$ cat src/rtl/alu_vec_pkg.sv
// ---------------------------------------------------------------------------
// alu_vec_pkg
// Purpose : shared definitions for the lane-parallel vector ALU.
// Contents: opcode enumeration, per-lane flag bit positions and the number
//           of flag bits each lane reports.
// ---------------------------------------------------------------------------
package alu_vec_pkg;

    typedef enum logic [2:0] {
        OP_MUL  = 3'b000,
        OP_SUB  = 3'b001,
        OP_ADD  = 3'b010,
        OP_AND  = 3'b011,
        OP_OR   = 3'b100,
        OP_XOR  = 3'b101,
        OP_PASS = 3'b110,
        OP_SET  = 3'b111
    } opcode_t;

    // Position of each flag inside a lane's 4-bit {N,Z,C,V} group.
    localparam int FLAG_N = 3;
    localparam int FLAG_Z = 2;
    localparam int FLAG_C = 1;
    localparam int FLAG_V = 0;

    localparam int NUM_FLAGS = 4;

endpackage

$ cat src/rtl/alu_lane.sv
// ---------------------------------------------------------------------------
// alu_lane
// Purpose : purely combinational single-lane ALU, bits_index bits wide.
// Ports   :
//   a       in  bits_index  lane operand A
//   b       in  bits_index  lane operand B (already muxed with the scalar)
//   c       in  bits_index  scalar / immediate, used only by SET
//   opcode  in  3           operation select (see alu_vec_pkg::opcode_t)
//   result  out bits_index  lane result
//   flags   out 4           {N,Z,C,V}
// ---------------------------------------------------------------------------
module alu_lane
    import alu_vec_pkg::*;
#(
    parameter int bits_index = 8
) (
    input  logic [bits_index-1:0] a,
    input  logic [bits_index-1:0] b,
    input  logic [bits_index-1:0] c,
    input  logic [2:0]            opcode,
    output logic [bits_index-1:0] result,
    output logic [NUM_FLAGS-1:0]  flags
);

    localparam int MSB = bits_index - 1;

    opcode_t                   op;
    logic [bits_index:0]       sum;
    logic [bits_index:0]       diff;
    logic signed [2*bits_index-1:0] prod;
    logic                      mul_ovf;
    logic                      carry;
    logic                      ovf;

    assign op = opcode_t'(opcode);

    // One extra bit on add/sub captures the carry (or inverted borrow).
    assign sum  = {1'b0, a} + {1'b0, b};
    assign diff = {1'b0, a} - {1'b0, b};
    assign prod = $signed(a) * $signed(b);

    // The signed product fits the lane only if its upper half is a pure
    // sign extension of the lane's MSB.
    assign mul_ovf = (prod != {{bits_index{prod[MSB]}}, prod[MSB:0]});

    always_comb begin
        result = '0;
        carry  = 1'b0;
        ovf    = 1'b0;
        case (op)
            OP_MUL: begin
                result = prod[MSB:0];
                carry  = mul_ovf;
                ovf    = mul_ovf;
            end
            OP_SUB: begin
                result = diff[MSB:0];
                carry  = ~diff[bits_index];
                ovf    = (a[MSB] ^ b[MSB]) & (diff[MSB] ^ a[MSB]);
            end
            OP_ADD: begin
                result = sum[MSB:0];
                carry  = sum[bits_index];
                ovf    = ~(a[MSB] ^ b[MSB]) & (sum[MSB] ^ a[MSB]);
            end
            OP_AND:  result = a & b;
            OP_OR:   result = a | b;
            OP_XOR:  result = a ^ b;
            OP_PASS: result = b;
            OP_SET:  result = c;
            default: result = '0;
        endcase
    end

    always_comb begin
        flags         = '0;
        flags[FLAG_N] = result[MSB];
        flags[FLAG_Z] = (result == '0);
        flags[FLAG_C] = carry;
        flags[FLAG_V] = ovf;
    end

endmodule

$ cat src/rtl/alu_vec.sv
// ---------------------------------------------------------------------------
// alu_vec
// Purpose : SIMD ALU. WIDTH_V is split into NUM_INSTANCES independent lanes
//           of bits_index bits; each lane gets its own alu_lane and results
//           are registered, giving a fixed one-cycle latency.
//           WIDTH_V must be an integer multiple of bits_index.
// Ports   :
//   clk          in  1                 clock, rising edge
//   rst_n        in  1                 synchronous active-low reset
//   a            in  WIDTH_V           vector operand A
//   b            in  WIDTH_V           vector operand B
//   c            in  bits_index        scalar operand / immediate
//   opcode       in  3                 operation select
//   flag_scalar  in  1                 1 = use c as B for every lane
//   result       out WIDTH_V           registered lane results
//   flags        out NUM_INSTANCES*4   registered {N,Z,C,V} per lane
// ---------------------------------------------------------------------------
module alu_vec
    import alu_vec_pkg::*;
#(
    parameter int WIDTH_V    = 128,
    parameter int bits_index = 8,
    localparam int NUM_INSTANCES = WIDTH_V / bits_index
) (
    input  logic                           clk,
    input  logic                           rst_n,
    input  logic [WIDTH_V-1:0]             a,
    input  logic [WIDTH_V-1:0]             b,
    input  logic [bits_index-1:0]          c,
    input  logic [2:0]                     opcode,
    input  logic                           flag_scalar,
    output logic [WIDTH_V-1:0]             result,
    output logic [NUM_INSTANCES*NUM_FLAGS-1:0] flags
);

    logic [WIDTH_V-1:0]                     lane_result;
    logic [NUM_INSTANCES*NUM_FLAGS-1:0]     lane_flags;

    genvar i;
    generate
        for (i = 0; i < NUM_INSTANCES; i++) begin : g_lane
            logic [bits_index-1:0] b_sel;

            // In vector-scalar mode every lane sees the same B operand.
            assign b_sel = flag_scalar ? c : b[bits_index*i +: bits_index];

            alu_lane #(
                .bits_index (bits_index)
            ) u_lane (
                .a      (a[bits_index*i +: bits_index]),
                .b      (b_sel),
                .c      (c),
                .opcode (opcode),
                .result (lane_result[bits_index*i +: bits_index]),
                .flags  (lane_flags[NUM_FLAGS*i +: NUM_FLAGS])
            );
        end
    endgenerate

    // Output register: reset wins over any operation on the same edge.
    always_ff @(posedge clk) begin
        if (!rst_n) begin
            result <= '0;
            flags  <= '0;
        end else begin
            result <= lane_result;
            flags  <= lane_flags;
        end
    end

endmodule

$ cat config.mk
export PLATFORM = sky130hd
export DESIGN_NAME = alu_vec
export DESIGN_NICKNAME = d
export VERILOG_FILES = /design/src/rtl/alu_vec_pkg.sv /design/src/rtl/alu_lane.sv /design/src/rtl/alu_vec.sv
export SDC_FILE = /design/constraint.sdc
export NUM_CORES = 2
export LEC_CHECK = 0
export BUFFER_PORTS_ARGS = -buffer_cell sky130_fd_sc_hd__buf_2
export CORE_AREA = 2 2 536 405
export CTS_CLUSTER_DIAMETER = 200
export CTS_CLUSTER_SIZE = 16
export DETAILED_ROUTE_END_ITERATION = 8
export DIE_AREA = 0 0 538 407
export PLACE_DENSITY = 0.56
export SLEW_MARGIN = 20
export SYNTH_ARGS = -nofsm -noshare
export SYNTH_HDL_FRONTEND = slang
export SYNTH_SLANG_ARGS = --single-unit
$ cat constraint.sdc
create_clock -name clk -period 8.99 [get_ports clk]
set_input_delay 1.798 -clock clk [delete_from_list [all_inputs] [get_ports clk]]
set_output_delay 1.798 -clock clk [all_outputs]
set_load 0.02 [all_outputs]
Yosys cells after proc, flatten, opt, wreduce, memory -nomap -nowiden
Index checks and enable logic that the tools add are counted.

word-level totals
  register bits after elaboration = 192
  input bits = 270

cells by class
  $add $sub $neg = 32
  $mul = 16
  equality and inequality tests = 23
  multiplexer cells = 64
  bitwise gates (word level) = 160
  reduce and logical (&&, ||, !) cells = 17

operators by type and width
  operator                                        count
  case mux 8 bit (8 select lines)                 16
  multiplier 8 x 8 -> 16 bit                      16
  adder 8 x 8 -> 9 bit                            16
  subtractor 8 x 8 -> 9 bit                       16
  bitwise AND 8 bit                               16
  zero test 8 bit                                 16
  two-way mux 8 bit                               16
  != test 8 bit                                   16
  bitwise OR 8 bit                                16
  bitwise XOR 8 bit                               16
  case mux 1 bit (3 select lines)                 32
  bitwise XOR 1 bit                               48
  bitwise AND 1 bit                               32
  NOT 1 bit                                       32
  == test 3 bit (second input constant)           4
  == test 3 x 2 -> 1 bit (second input constant)  2
  == test 3 x 1 -> 1 bit (second input constant)  1
  zero test 3 bit                                 1

Logic depth before layout (Yosys ltp)
  word-level depth = 5
  mapped depth = 26

Modules after synthesis
From an unflattened synthesis, not the netlist that was laid out.

second synthesis, totals
  cell total of the unflattened synthesis = 8,700
  area, all modules = 70,785.4 µm²

by module, submodules not included
  module                           instances  cells each  area each (µm²)
  alu_lane (g_lane[0].u_lane ...)  6          510         4,075.2
  alu_lane (g_lane[1].u_lane ...)  5          507         3,956.3
  alu_lane (g_lane[7].u_lane ...)  2          505         3,893.7
  alu_vec                          1          555         6,795.3
  alu_lane (g_lane[15].u_lane)     1          526         4,036.4
  alu_lane (g_lane[9].u_lane)      1          514         4,008.8
  alu_lane (g_lane[6].u_lane)      1          500         3,925.0

Worst setup path after synthesis
OpenSTA, ideal clock, no wires.

  path kind = input-to-reg
  start = input flag_scalar
  end = register flags[17]
  library setup time = 132 ps
  arrival = 7,557 ps
  data required time = 8,858 ps
  slack = 1,302 ps
  stages = 23
  cell sequence = buf_4 > inv_2 > buf_6 > buf_6 > buf_2 > buf_2 > a21oi_1 > inv_1 > nand2_1 > fa_1 > fa_1 > fa_1 > fa_1 > inv_1 > ha_1 > and3_1 > a221o_1 > o31a_1 > o211ai_1 > nor2_1 > or4_1 > a2111oi_0 > nor3_1

between the ends
  longest elaborated chain between the ends = 4
  elaborated cells between the ends (all ways) = 7
  classes of those cells = 2 x add/sub; 1 x mul; 1 x eq/ne; 2 x mux; 1 x bitwise

RTL lines
  what                                                                     RTL line                        RTL
  start, declared                                                          alu_vec.sv:31                   input logic flag_scalar,
  two-way mux 8 bit (*)                                                    alu_vec.sv:45                   assign b_sel = flag_scalar ? c : b[bits_index*i +: bits_index];
  multiplier 8 x 8 -> 16 bit or subtractor 8 x 8 -> 9 bit (tied branches)  alu_lane.sv:40, alu_lane.sv:39
  != test 8 bit or NOT 1 bit (tied branches)                               alu_lane.sv:44, alu_lane.sv:58
  case mux 1 bit (3 select lines) (*)                                      alu_lane.sv:50                  case (op)
  end signal, assigned                                                     alu_vec.sv:67                   flags <= lane_flags;
  end, declared                                                            alu_vec.sv:33                   output logic [NUM_INSTANCES*NUM_FLAGS-1:0] flags

Every way passes the cells marked *; elsewhere a longest branch is shown, timed or not.
A chain may end at the register's enable or synchronous reset.

Final worst setup path
  start = input flag_scalar
  end = register flags[45]

The elaborated chain is that of the path after synthesis.

==> summary by stage <==
Logic synthesis
The average instance in the mapped netlist occupies 8.07 um2. The count of flip-flops with a built-in enable after synthesis is 0. The number of synthesis warnings is 0. The synthesized netlist devotes 14.8% of its cell area to simple gates. Counting flops and latches in the post-synthesis netlist gives 176. The share of the synthesized area in compound gates (AO/OA/AOI/OAI) is 17.5%. The cell count after synthesis came out at 7911. The post-synthesis share of cell area spent on full adders, half adders and majority gates is 46.1%. The cell area that synthesis handed to floorplanning was 63800 um2.

The most used flip-flop cell after synthesis is sky130_fd_sc_hd__dfxtp_1. Synthesis produced a netlist with a net count of 9988. The main combinational cell family by area after synthesis is adder cells. The largest area contributor in the netlist is sky130_fd_sc_hd__fa_1. After synthesis, the cell types taking the most area are sky130_fd_sc_hd__fa_1, sky130_fd_sc_hd__ha_1, sky130_fd_sc_hd__inv_1, sky130_fd_sc_hd__dfxtp_1, sky130_fd_sc_hd__nor2_1. The most common cell in the synthesized netlist is sky130_fd_sc_hd__inv_1. By count the netlist is led by sky130_fd_sc_hd__inv_1, sky130_fd_sc_hd__fa_1, sky130_fd_sc_hd__ha_1. The synthesized netlist devotes 4.67% of its cell area to XOR and XNOR gates. The sequential cell area fraction in the yosys report is 5.52%. The portion of synthesized area spent on multiplexers is 0.631%. The number of library cell types mapped by synthesis is 97. The fraction of registers with async set/reset is 0%. In this run the biggest area consumer among cell types represents 28.6% of the synthesized area.

Worst setup path
The most numerous cell type found on the critical path is sky130_fd_sc_hd__inv_1. For this run, the slowest stage of the critical path takes 840 ps. The data required time at the worst endpoint is 9480 ps. Traced cell by cell, the critical path runs through buf_4 -> and2_2 -> a21o_1 -> ha_1 -> inv_1 -> fa_1 -> fa_1 -> inv_1 -> ha_1 -> inv_1 -> fa_1 -> inv_1 -> ha_1 -> a211oi_2 -> o21a_1 -> o21ai_1 -> a2111oi_1 -> nor4_1 -> or4_1 -> a2111oi_0 -> nor3_1. STA classifies the critical path endpoint as a flip-flop. The worst setup path is of the in -> reg kind. The startpoint class of the critical path is a primary input.

The worst path arrival time is 8330 ps. Of all nets on the critical path, the largest fanout is 13. For this design, the slowest cell found on the critical path is sky130_fd_sc_hd__and2_2.

Global route
Entering global routing, the biggest net connects 142 pins. The number of global-route vias before repair came to 59049. The number of antenna violations at the first check in global routing came to 62. The total global routing track utilization is 24.0%. The total overflow left after global routing is 0. The first global-routing pass estimated 390000 um of wire.

Die
In this run the vertical extent of the chip is 407 um. For this configuration, the core starts out at a cell density of 29.9%. For this design the top-level I/O count stands at 462. The number of standard-cell rows in the floorplan is 147.

The total area inside the core boundary comes to 213000 um2. The floorplan step defined a die boundary enclosing 219000 um2. The die extent in x is 538 um.

Timing
The worst path uses 87.2% of the clock period. The number of pins with negative max-slew slack in the final report was 0. The total count of hold-check failures in the final report is 0. The slew at the pin with the worst max-slew slack is 1210 ps. Hold is met by 1590 ps. The remaining max-slew budget at the tightest pin is 19.2%. The sum of negative setup slack is 0 ps. The final setup violation count is 0. For the finished layout, the period the worst path requires is 7840 ps. Setup repair after global routing left no endpoint under its margin. Based on the critical path, the design can be clocked at up to 128 MHz.

Routing
After detailed routing, the wire length on met1 is 113000 um. The length of routed met2 wiring is 111000 um. The total wire length is 266000 um. The via count is 59361. Detailed routing placed a total of 27900 um of wire on met3. After detailed routing, the number of remaining DRC violations is 0. The via density per instance is 5.33. The detail route stage leaves a number of antenna-violating nets equal to 0. The iteration-0 DRC count of the detailed router is 6127. The per-cell routed wire length is 23.9 um. The uppermost layer routed is met5. The number of iterations in the first detailed-routing pass is 6.

Finish
The layout has 22708 filler cells. Summing all multi-input logic gate instances after layout gives 53500 um2. The share of post-route cells with drive strength above 1 is 9.49%. In the final design database the tool counted 10336 nets. Relative to the synthesized area, the layout overhead comes to 10.3%. The area taken by flip-flops and latches is 3520 um2.

Hold path
The min-delay analysis places its worst path in the category in -> reg. The worst-case hold path end point is result[104]$_SDFF_PN0_. In this run the most critical hold path is launched from rst_n.

The number of instances on the worst hold path is 2.

CTS
For this design, the CTS-stage hold fixing added 0 buffers. The H-tree generated during clock tree synthesis spans 4 levels. After clock tree synthesis, the clock-pin slew on the worst setup and hold paths is 80 ps. TritonCTS built the clock tree. CTS placed an instance of sky130_fd_sc_hd__clkbuf_16 at the clock tree root. In this run, post-CTS repair resized a total of 0 instances. The CTS buffer count is 25. For this design, the sink count on the clock tree is 176. Counting along the longest clock path gives a buffer depth of 3. After clock tree synthesis, the setup repair step added 0 buffers.

Placed design
Routability-driven placement finished with a final weighted congestion of 0.985. The total half-perimeter wirelength after legalization and detailed placement is 213000 um. During placement, the flow inserted port buffers numbering 461.

Pwr
Summed over all cells, the static leakage comes to 33.9 nW. The worst-case IR drop observed on VDD is 0.173 mV. For this design the ratio of total power to cell area is 242 nW/um2.

Outcome
The run finished with clean final reports.

Run
Max-cap violations in this run came to 0.
-- layout by cell type (no fill, tap or decap), types with 115 or more instances in the layout --
| cell | n |
|---|---|
| sky130_fd_sc_hd__nor3_1 | 115 |
| sky130_fd_sc_hd__fa_1 | 912 |
| sky130_fd_sc_hd__inv_1 | 1479 |
| sky130_fd_sc_hd__a21oi_1 | 430 |
| sky130_fd_sc_hd__nand2_1 | 691 |
| sky130_fd_sc_hd__ha_1 | 895 |
| sky130_fd_sc_hd__a221oi_1 | 133 |
| sky130_fd_sc_hd__buf_2 | 457 |
| sky130_fd_sc_hd__xnor2_1 | 214 |
| sky130_fd_sc_hd__xor2_1 | 116 |
| sky130_fd_sc_hd__dfxtp_1 | 176 |
| sky130_fd_sc_hd__o21ai_0 | 247 |
| sky130_fd_sc_hd__nor2_1 | 836 |
-- cell families (layout without fill, tap and decap cells) --
family / after synthesis / after routing
multiplexers: 39 / 39
AO/OA/AOI/OAI: 1637 / 1637
AND/OR/NAND/NOR: 2126 / 2126
adder cells (fa/ha/maj): 1807 / 1807
XOR/XNOR: 334 / 334
other: 0 / 32
flip-flops: 176 / 176
buffers and inverters: 1792 / 2145
-- worst max-delay path, delay by kind of cell --
family / cells / cell delay, ps
buffers and inverters: 5 / 510
adder cells (fa/ha/maj): 6 / 2320
AO/OA/AOI/OAI: 6 / 2150
AND/OR/NAND/NOR: 4 / 1500
-- metrics by stage --
step | power [mW] | worst slack (ps) | util [%] | instance area, um2 | instances
3_3_place_gp | 15.4 | 674 | 32.6 | 69600 | 11063
5_1_grt | 18.9 | 859 | 33.0 | 70400 | 11110
2_1_floorplan | 12.2 | 1300 | - | 63800 | 7911
4_1_cts | 16.9 | 1320 | 33.0 | 70300 | 11095
3_5_place_dp | 15.6 | 645 | 32.6 | 69600 | 11063
6_report | 17.0 | 1150 | 33.0 | 70400 | 11127
-- worst max path at each step --
stage	slack [ps]	to	start
finish	1150	flags[45]$_SDFF_PN0_	flag_scalar
global placement	670	flags[61]$_SDFF_PN0_	flag_scalar
CTS	1320	flags[33]$_SDFF_PN0_	flag_scalar
floorplan	1300	flags[17]$_SDFF_PN0_	flag_scalar
global route	860	flags[53]$_SDFF_PN0_	flag_scalar
detailed placement	640	flags[33]$_SDFF_PN0_	flag_scalar
-- metal layers --
| layer | global-route usage (%) | up-vias |
|---|---|---|
| met4 | 10.8 | 40 |
| li1 | - | 26669 |
| met1 | 32.4 | 29217 |
| met2 | 35.3 | 2911 |
| met5 | 0 | - |
| met3 | 6.76 | 524 |
-- area by class of cell --
cell class              instances  share of cell area [%]
flip-flops and latches        176                    5.00
inverters                    1545                    8.25
diodes                         32                   0.114
well taps                    2831                    5.03
clock buffers                  27                   0.928
repair buffers                568                    4.50
multi-input cells            5943                    76.0
clock inverters                 5                   0.146
-- sequential cells by signal, summed over array words and instances (netlist names) --
signal,flops
result,128
flags,48
-- report_power, final --
group          switching (mW)  total (mW)  leakage [nW]  internal [mW]
logic                    8.98        15.0          32.0           6.04
clock network           0.494        1.10         0.369          0.601
registers              0.0352       0.896          1.45          0.861
No activity file was read; power rests on OpenSTA's default activity.
